==> config.mk <==
export PLATFORM = sky130hd
export DESIGN_NAME = xbar_rsp_arbiter_flat
export DESIGN_NICKNAME = d
export VERILOG_FILES = /design/src/rtl/xbar_rsp_arbiter_if.sv /design/src/rtl/xbar_rsp_arbiter.sv /design/src/flat_wrapper.sv
export SDC_FILE = /design/constraint.sdc
export NUM_CORES = 2
export LEC_CHECK = 0
export ABC_AREA = 1
export CORE_AREA = 5 5 389 391
export CTS_CLUSTER_DIAMETER = 100
export CTS_CLUSTER_SIZE = 16
export DETAILED_ROUTE_END_ITERATION = 8
export DIE_AREA = 0 0 394 396
export GPL_TIMING_DRIVEN = 0
export SLEW_MARGIN = 5
export SYNTH_ARGS = -nofsm -noshare
export SYNTH_HDL_FRONTEND = slang
export SYNTH_SLANG_ARGS = --single-unit
==> constraint.sdc <==
create_clock -name clk -period 4.59 [get_ports clk]
set_input_delay 1.1475 -clock clk [delete_from_list [all_inputs] [get_ports clk]]
set_output_delay 1.1475 -clock clk [all_outputs]
set_load 0.02 [all_outputs]
==> src/rtl/xbar_rsp_arbiter_if.sv <==
// Bank-to-channel response bus for xbar_rsp_arbiter.
//   bank_rsp_*  : one response source per cache bank (valid/ready handshake)
//   ch_rsp_*    : one registered response slot per upstream channel
// Modports: master = the side that drives bank responses and consumes channel
// responses; slave = the arbiter itself.
interface xbar_rsp_arbiter_if #(
    parameter int NUM_BANKS    = 4,
    parameter int NUM_CHANNELS = 3,
    parameter int DATA_W       = 128,
    parameter int ROB_W        = 8
);
    logic [NUM_BANKS-1:0]                 bank_rsp_valid;
    logic [NUM_BANKS-1:0]                 bank_rsp_ready;
    logic [NUM_BANKS-1:0][DATA_W-1:0]     bank_rsp_data;
    logic [NUM_BANKS-1:0][ROB_W-1:0]      bank_rsp_rob_id;
    logic [NUM_BANKS-1:0][1:0]            bank_rsp_channel_id;

    logic [NUM_CHANNELS-1:0]              ch_rsp_valid;
    logic [NUM_CHANNELS-1:0]              ch_rsp_ready;
    logic [NUM_CHANNELS-1:0][DATA_W-1:0]  ch_rsp_data;
    logic [NUM_CHANNELS-1:0][ROB_W-1:0]   ch_rsp_rob_id;
    logic [NUM_CHANNELS-1:0][1:0]         ch_rsp_bank_id;

    modport master (
        output bank_rsp_valid, bank_rsp_data, bank_rsp_rob_id, bank_rsp_channel_id,
        input  bank_rsp_ready,
        input  ch_rsp_valid, ch_rsp_data, ch_rsp_rob_id, ch_rsp_bank_id,
        output ch_rsp_ready
    );

    modport slave (
        input  bank_rsp_valid, bank_rsp_data, bank_rsp_rob_id, bank_rsp_channel_id,
        output bank_rsp_ready,
        output ch_rsp_valid, ch_rsp_data, ch_rsp_rob_id, ch_rsp_bank_id,
        input  ch_rsp_ready
    );
endinterface

==> src/rtl/xbar_rsp_arbiter.sv <==
// Response-side scheduler of the crossbar. Bank read completions are routed to
// the upstream channel named by their channel_id; each channel owns a
// round-robin arbiter and a one-entry output slot with full-throughput
// valid/ready. Responses carrying an illegal channel id are accepted and
// dropped, flagged in err_bad_channel and counted in drop_cnt.
// Ports:
//   clk, rst_n       : clock, asynchronous active-low reset
//   bus (slave)      : bank_rsp_* inputs / bank_rsp_ready, ch_rsp_* slots
//   err_bad_channel  : sticky illegal-channel flag
//   drop_cnt         : saturating count of dropped responses

// One channel: round-robin grant over the banks requesting it, plus its slot.
module xbar_rsp_channel #(
    parameter int NUM_BANKS = 4,
    parameter int DATA_W    = 128,
    parameter int ROB_W     = 8
) (
    input  logic                             clk,
    input  logic                             rst_n,
    input  logic [NUM_BANKS-1:0]             req,
    input  logic [NUM_BANKS-1:0][DATA_W-1:0] bank_data,
    input  logic [NUM_BANKS-1:0][ROB_W-1:0]  bank_rob,
    input  logic                             rsp_ready,
    output logic [NUM_BANKS-1:0]             accept,
    output logic                             rsp_valid,
    output logic [DATA_W-1:0]                rsp_data,
    output logic [ROB_W-1:0]                 rsp_rob,
    output logic [1:0]                       rsp_bank
);
    logic [1:0] rr_ptr;
    logic [1:0] gnt_idx;
    logic [1:0] idx;
    logic       gnt_any;
    logic       load;

    // First requester at or after rr_ptr, wrapping modulo NUM_BANKS.
    always_comb begin
        gnt_idx = '0;
        gnt_any = 1'b0;
        idx     = '0;
        for (int i = 0; i < NUM_BANKS; i++) begin
            idx = 2'((int'(rr_ptr) + i) % NUM_BANKS);
            if (!gnt_any && req[idx]) begin
                gnt_any = 1'b1;
                gnt_idx = idx;
            end
        end
    end

    // Slot may load when empty or draining this cycle.
    assign load = gnt_any & (~rsp_valid | rsp_ready);

    always_comb begin
        accept = '0;
        if (load) accept[gnt_idx] = 1'b1;
    end

    always_ff @(posedge clk or negedge rst_n) begin
        if (!rst_n) begin
            rsp_valid <= 1'b0;
            rsp_data  <= '0;
            rsp_rob   <= '0;
            rsp_bank  <= '0;
            rr_ptr    <= '0;
        end else if (load) begin
            rsp_valid <= 1'b1;
            rsp_data  <= bank_data[gnt_idx];
            rsp_rob   <= bank_rob[gnt_idx];
            rsp_bank  <= gnt_idx;
            rr_ptr    <= (int'(gnt_idx) == NUM_BANKS - 1) ? 2'd0 : gnt_idx + 2'd1;
        end else if (rsp_ready) begin
            rsp_valid <= 1'b0;
        end
    end
endmodule

module xbar_rsp_arbiter #(
    parameter int NUM_BANKS    = 4,
    parameter int NUM_CHANNELS = 3,
    parameter int DATA_W       = 128,
    parameter int ROB_W        = 8
) (
    input  logic                 clk,
    input  logic                 rst_n,
    xbar_rsp_arbiter_if.slave    bus,
    output logic                 err_bad_channel,
    output logic [15:0]          drop_cnt
);
    localparam int CNT_W = $clog2(NUM_BANKS + 1);

    logic [NUM_CHANNELS-1:0][NUM_BANKS-1:0] req;
    logic [NUM_CHANNELS-1:0][NUM_BANKS-1:0] acc;
    logic [NUM_BANKS-1:0]                   bad;
    logic [NUM_BANKS-1:0]                   bank_ready;
    logic [CNT_W-1:0]                       bad_cnt;
    logic [16:0]                            drop_sum;

    always_comb begin
        req = '0;
        bad = '0;
        for (int b = 0; b < NUM_BANKS; b++) begin
            bad[b] = bus.bank_rsp_valid[b] & (int'(bus.bank_rsp_channel_id[b]) >= NUM_CHANNELS);
            for (int c = 0; c < NUM_CHANNELS; c++)
                req[c][b] = bus.bank_rsp_valid[b] & (int'(bus.bank_rsp_channel_id[b]) == c);
        end
    end

    for (genvar c = 0; c < NUM_CHANNELS; c++) begin : g_ch
        xbar_rsp_channel #(
            .NUM_BANKS (NUM_BANKS),
            .DATA_W    (DATA_W),
            .ROB_W     (ROB_W)
        ) u_ch (
            .clk       (clk),
            .rst_n     (rst_n),
            .req       (req[c]),
            .bank_data (bus.bank_rsp_data),
            .bank_rob  (bus.bank_rsp_rob_id),
            .rsp_ready (bus.ch_rsp_ready[c]),
            .accept    (acc[c]),
            .rsp_valid (bus.ch_rsp_valid[c]),
            .rsp_data  (bus.ch_rsp_data[c]),
            .rsp_rob   (bus.ch_rsp_rob_id[c]),
            .rsp_bank  (bus.ch_rsp_bank_id[c])
        );
    end

    // Illegal-id responses are always taken so they cannot wedge the bank.
    // Ready is forced low during reset since it is purely combinational.
    always_comb begin
        bank_ready = bad;
        for (int c = 0; c < NUM_CHANNELS; c++) bank_ready |= acc[c];
        bus.bank_rsp_ready = rst_n ? bank_ready : '0;
    end

    always_comb begin
        bad_cnt = '0;
        for (int b = 0; b < NUM_BANKS; b++) bad_cnt += CNT_W'(bad[b]);
        drop_sum = {1'b0, drop_cnt} + 17'(bad_cnt);
    end

    always_ff @(posedge clk or negedge rst_n) begin
        if (!rst_n) begin
            err_bad_channel <= 1'b0;
            drop_cnt        <= '0;
        end else if (|bad) begin
            err_bad_channel <= 1'b1;
            drop_cnt        <= drop_sum[16] ? 16'hFFFF : drop_sum[15:0];
        end
    end
endmodule
==> src/flat_wrapper.sv <==
// flat-port wrapper written by rule: the top's interface ports become plain ports
module xbar_rsp_arbiter_flat 
#(
    parameter int NUM_BANKS    = 4,
    parameter int NUM_CHANNELS = 3,
    parameter int DATA_W       = 128,
    parameter int ROB_W        = 8
)
  (clk, rst_n, err_bad_channel, drop_cnt, bus_bank_rsp_valid, bus_bank_rsp_data, bus_bank_rsp_rob_id, bus_bank_rsp_channel_id, bus_bank_rsp_ready, bus_ch_rsp_valid, bus_ch_rsp_data, bus_ch_rsp_rob_id, bus_ch_rsp_bank_id, bus_ch_rsp_ready);
  xbar_rsp_arbiter_if #(.NUM_BANKS(NUM_BANKS), .NUM_CHANNELS(NUM_CHANNELS), .DATA_W(DATA_W), .ROB_W(ROB_W)) bus_i ();
  input  logic clk;
  input  logic rst_n;
  output logic err_bad_channel;
  output logic [15:0] drop_cnt;
  input wire logic [$bits(bus_i.bank_rsp_valid)-1:0] bus_bank_rsp_valid;
  input wire logic [$bits(bus_i.bank_rsp_data)-1:0] bus_bank_rsp_data;
  input wire logic [$bits(bus_i.bank_rsp_rob_id)-1:0] bus_bank_rsp_rob_id;
  input wire logic [$bits(bus_i.bank_rsp_channel_id)-1:0] bus_bank_rsp_channel_id;
  output wire logic [$bits(bus_i.bank_rsp_ready)-1:0] bus_bank_rsp_ready;
  output wire logic [$bits(bus_i.ch_rsp_valid)-1:0] bus_ch_rsp_valid;
  output wire logic [$bits(bus_i.ch_rsp_data)-1:0] bus_ch_rsp_data;
  output wire logic [$bits(bus_i.ch_rsp_rob_id)-1:0] bus_ch_rsp_rob_id;
  output wire logic [$bits(bus_i.ch_rsp_bank_id)-1:0] bus_ch_rsp_bank_id;
  input wire logic [$bits(bus_i.ch_rsp_ready)-1:0] bus_ch_rsp_ready;
  assign bus_i.bank_rsp_valid = bus_bank_rsp_valid;
  assign bus_i.bank_rsp_data = bus_bank_rsp_data;
  assign bus_i.bank_rsp_rob_id = bus_bank_rsp_rob_id;
  assign bus_i.bank_rsp_channel_id = bus_bank_rsp_channel_id;
  assign bus_bank_rsp_ready = bus_i.bank_rsp_ready;
  assign bus_ch_rsp_valid = bus_i.ch_rsp_valid;
  assign bus_ch_rsp_data = bus_i.ch_rsp_data;
  assign bus_ch_rsp_rob_id = bus_i.ch_rsp_rob_id;
  assign bus_ch_rsp_bank_id = bus_i.ch_rsp_bank_id;
  assign bus_i.ch_rsp_ready = bus_ch_rsp_ready;
  xbar_rsp_arbiter #(.NUM_BANKS(NUM_BANKS), .NUM_CHANNELS(NUM_CHANNELS), .DATA_W(DATA_W), .ROB_W(ROB_W)) u_core (.clk(clk), .rst_n(rst_n), .bus(bus_i), .err_bad_channel(err_bad_channel), .drop_cnt(drop_cnt));
endmodule
==> key figures <==
Outcome
  • Failing checks: capacitance limit
  • Status: complete, but fails checks

Finish
  • Util after Layout: between 30% and 40%
  • Synth-to-Final Area Change: 45.6%
  • Share of cells above drive strength 1: ~7.3%
  • Filler cells: 16.3k
  • Nets: 6984

Synth
  • Synthesized flop and latch total: between 400 and 500
  • Sequential cell area fraction in the yosys report: roughly a third
  • Syn. warnings: 0
  • Post-Synth Adder-Cell Area: less than 1%
  • Post-synth cell types: 38
  • Compound-cell area share of the yosys netlist: around 2.5%
  • Mapped Avg Cell Area: about 6 sq um
  • Simple-gate share of the synthesized area: just over 50%
  • Net Count, Synth: just under 6k
  • Post-synthesis xor/xnor area fraction: 0.157%
  • Post-Syn Area: around 33000 sq um
  • Post-synthesis cell count: about 5.3k
  • Mux cell area share after synthesis: 0%
  • Combinational family with the most area after synthesis: simple AND/OR/NAND/NOR gates

Floorplanning
  • Starting Density: between 20 and 25%
  • # rows: approximately 140
  • Die height: slightly below 400 microns
  • Top-Level Pins: 999
  • Die X: 394 microns
  • Core area: 147000 sq um
  • Full die area: 156000 sq um

Setup path
  • CP most frequent cell: nand2_1
  • Crit end category: primary output
  • Delay-heaviest family, CP: simple AND/OR/NAND/NOR gates
  • Crit. Startpoint: bus_bank_rsp_valid[2]
  • WP data required: between 3 and 4 ns
  • Crit path launch type: primary input
  • CP bufs+invs: 4
  • Worst r2r path cells: 15
  • Critical path arrival: between 3 and 4 ns
  • Worst Path Max Fanout: 7
  • Critical path depth: 17
  • Critical R2R Capture: u_core.g_ch[1].u_ch.rsp_data[94]
  • RR Startpoint: u_core.g_ch[1].u_ch.rr_ptr[1]
  • Crit-path cells: buf_4, nand2_1, nor2_4, nand2_1, nand3_1, nand2_2, nand2_2, nand2_4, nor2_4, nand2_8, nand2_8, buf_12, buf_16, ha_1, nand2_1, a31oi_4, buf_6
  • Critical Path Sink: bus_bank_rsp_ready[3]
  • Setup CP Type: in -> out
  • Slowest stage delay, CP: 0.28 ns
  • Reg2reg setup slack: slightly below 0.7 ns
  • Critical Path Slowest Stage Cell: a31oi_4

Drt
  • Vias/cell: around 5.5
  • Initial DRC Count: 6744
  • Antenna-violating nets left: 0
  • DR WL/cell: around 33 microns
  • Via Count: around 46k
  • Drt total wl: ~280 mm
  • Drt pass-1 iters: 9
  • Residual DRC: 0

GRT
  • First-pass GRT wire length: roughly 370 mm
  • Initial antenna violation count: 85
  • Remaining global-route overflow: 0
  • All-Layer GR Usage: roughly 34%
  • Largest net degree at the start of global routing: slightly below 100
  • Vias in the first global route: between 40k and 50k

Clock tree
  • CTS tree: yes
  • CTS sink cnt: 440
  • CTS root buffer: clkbuf_16
  • Cts bufs inserted: 43
  • Worst skew pair latency: around 0.65 ns
  • Cts hold-fix bufs: 0
  • Clk pin slew, worst setup/hold paths: approximately 0.090 ns
  • H-tree depth: 2
  • Clk buf depth: 3

STA
  • Clk_skew: approximately 0.038 ns
  • Worst hold slack: around 0.40 ns
  • Final hold viol count: 0
  • Tmin final: about 4.6 ns
  • Setup TNS: 0 ns
  • Tcrit/Tclk final: 99.7%
  • Setup violators final: 0
  • Tightest Pin Transition: about 1.5 ns
  • Max Slew Vio Count: 0
  • Maximum clock frequency: ~220 MHz
  • Slew HR: less than 1%
  • Final WS setup: between 0.01 and 0.015 ns

Job
  • Max Cap Viol: 1

Hold path
  • Worst Hold Class: in -> async

Placed design
  • DP Worst Slack: -2.60 ns
  • Final HPWL DP: about 210 mm
  • IO buf count: about 1000
  • RD Place Congestion: just under 1
## state kept, by name (all words and copies together) (netlist names)
register                    flops
u_core.g_ch.u_ch.rsp_valid      3
u_core.g_ch.u_ch.rr_ptr         6
u_core.g_ch.u_ch.rsp_rob       24
u_core.g_ch.u_ch.rsp_data     384
u_core.err_bad_channel          1
u_core.drop_cnt                16
u_core.g_ch.u_ch.rsp_bank       6
## through the flow
stage | cells | area [sq um]
6_report | 8400 | 47500
5_1_grt | 8383 | 47400
3_3_place_gp | 8255 | 45000
3_5_place_dp | 8261 | 45100
4_1_cts | 8346 | 47200
2_1_floorplan | 5329 | 32600
## synth_stat cells (all sizes together)
library cell / number / area share (%)
or2: 70 / 1.3
clkbuf: 139 / 1.6
inv: 552 / 6.4
nor4: 1 / 0.019
o21bai: 1 / 0.023
nand4: 98 / 1.9
xnor2: 2 / 0.054
buf: 260 / 4.1
dfrtp: 440 / 34
o21ai: 129 / 2.0
a21boi: 1 / 0.023
nand2: 2002 / 23
o31ai: 3 / 0.069
o21a: 3 / 0.069
a31oi: 4 / 0.077
nand3: 1362 / 21
ha: 18 / 0.69
nor3: 3 / 0.046
nor2: 174 / 2.1
fa: 2 / 0.12
nand3b: 48 / 1.1
xor2: 3 / 0.10
a21oi: 11 / 0.20
o22ai: 2 / 0.038
and2: 1 / 0.019
## kinds of logic (layout without fill, tap and decap cells)
| group | Yosys count | count (layout) |
|---|---|---|
| and+or+nand+nor | 3759 | 3759 |
| buffers and inverters | 951 | 2048 |
| DFF | 440 | 440 |
| AOI/OAI and AO/OA | 154 | 154 |
| adders and majority gates | 20 | 20 |
| xor gates and xnor gates | 5 | 5 |
| other | 0 | 44 |
## final cells by class
type                            instances  area (sq um)  area share, %
Tap cell                             1930          2410           5.09
Antenna cell                           44           110          0.232
Inverter                              552          2120           4.46
Clock inverter                         20           231          0.488
Timing Repair Buffer                 1039         10500           22.1
Sequential cell                       440         11000           23.2
Multi-Input combinational cell       3938         17900           37.8
Clock buffer                           48          1130           2.39
Buffer                                389          2020           4.26
## cells in the final DEF (no fill, tap or decap), drive strengths merged
master / instances
or2: 70
and2: 1
nand3: 1362
clkinv: 10
nand4: 98
bufbuf: 3
nor2: 174
o21a: 3
nand2: 2002
nor4: 1
nand3b: 48
xnor2: 2
o21ai: 129
ha: 18
clkdlybuf4s50: 981
nor3: 3
o31ai: 3
inv: 560
clkinvlp: 2
a31oi: 4
clkbuf: 192
diode: 44
a21boi: 1
o22ai: 2
fa: 2
a21oi: 11
xor2: 3
buf: 300
o21bai: 1
dfrtp: 440
## timing repair
item                       4_1_cts  5_1_grt
setup endpoints to repair       90        4
buffers inserted                23       10
resized for setup              165       41
gates cloned                     3        1
pin swaps                       16       18
## metal layers
layer	vias up	GRT usage (%)	share of wire, %
li1	19200	-	-
met1	22000	40.8	37
met2	3910	52.6	44
met3	921	11.7	13
met4	36	20.3	7.1
met5	-	0	0.089
## worst min path at each step
stage / start / endpoint / slack (ns) / depth (start not counted)
after floorplan: u_core.g_ch[1].u_ch.rsp_valid / u_core.g_ch[1].u_ch.rsp_valid / 0.47 / 2
after global placement: u_core.err_bad_channel / u_core.err_bad_channel / 0.45 / 1
after detailed placement: u_core.err_bad_channel / u_core.err_bad_channel / 0.45 / 1
after CTS: rst_n / u_core.g_ch[0].u_ch.rsp_data[8] / 0.37 / 1
after global routing: rst_n / u_core.g_ch[0].u_ch.rsp_data[9] / 0.39 / 1
final: rst_n / u_core.g_ch[0].u_ch.rsp_data[9] / 0.40 / 1
Power is left out: the tool's default activity adds up to more than one toggle a clock period on the data nets, which glitch-free logic cannot reach.
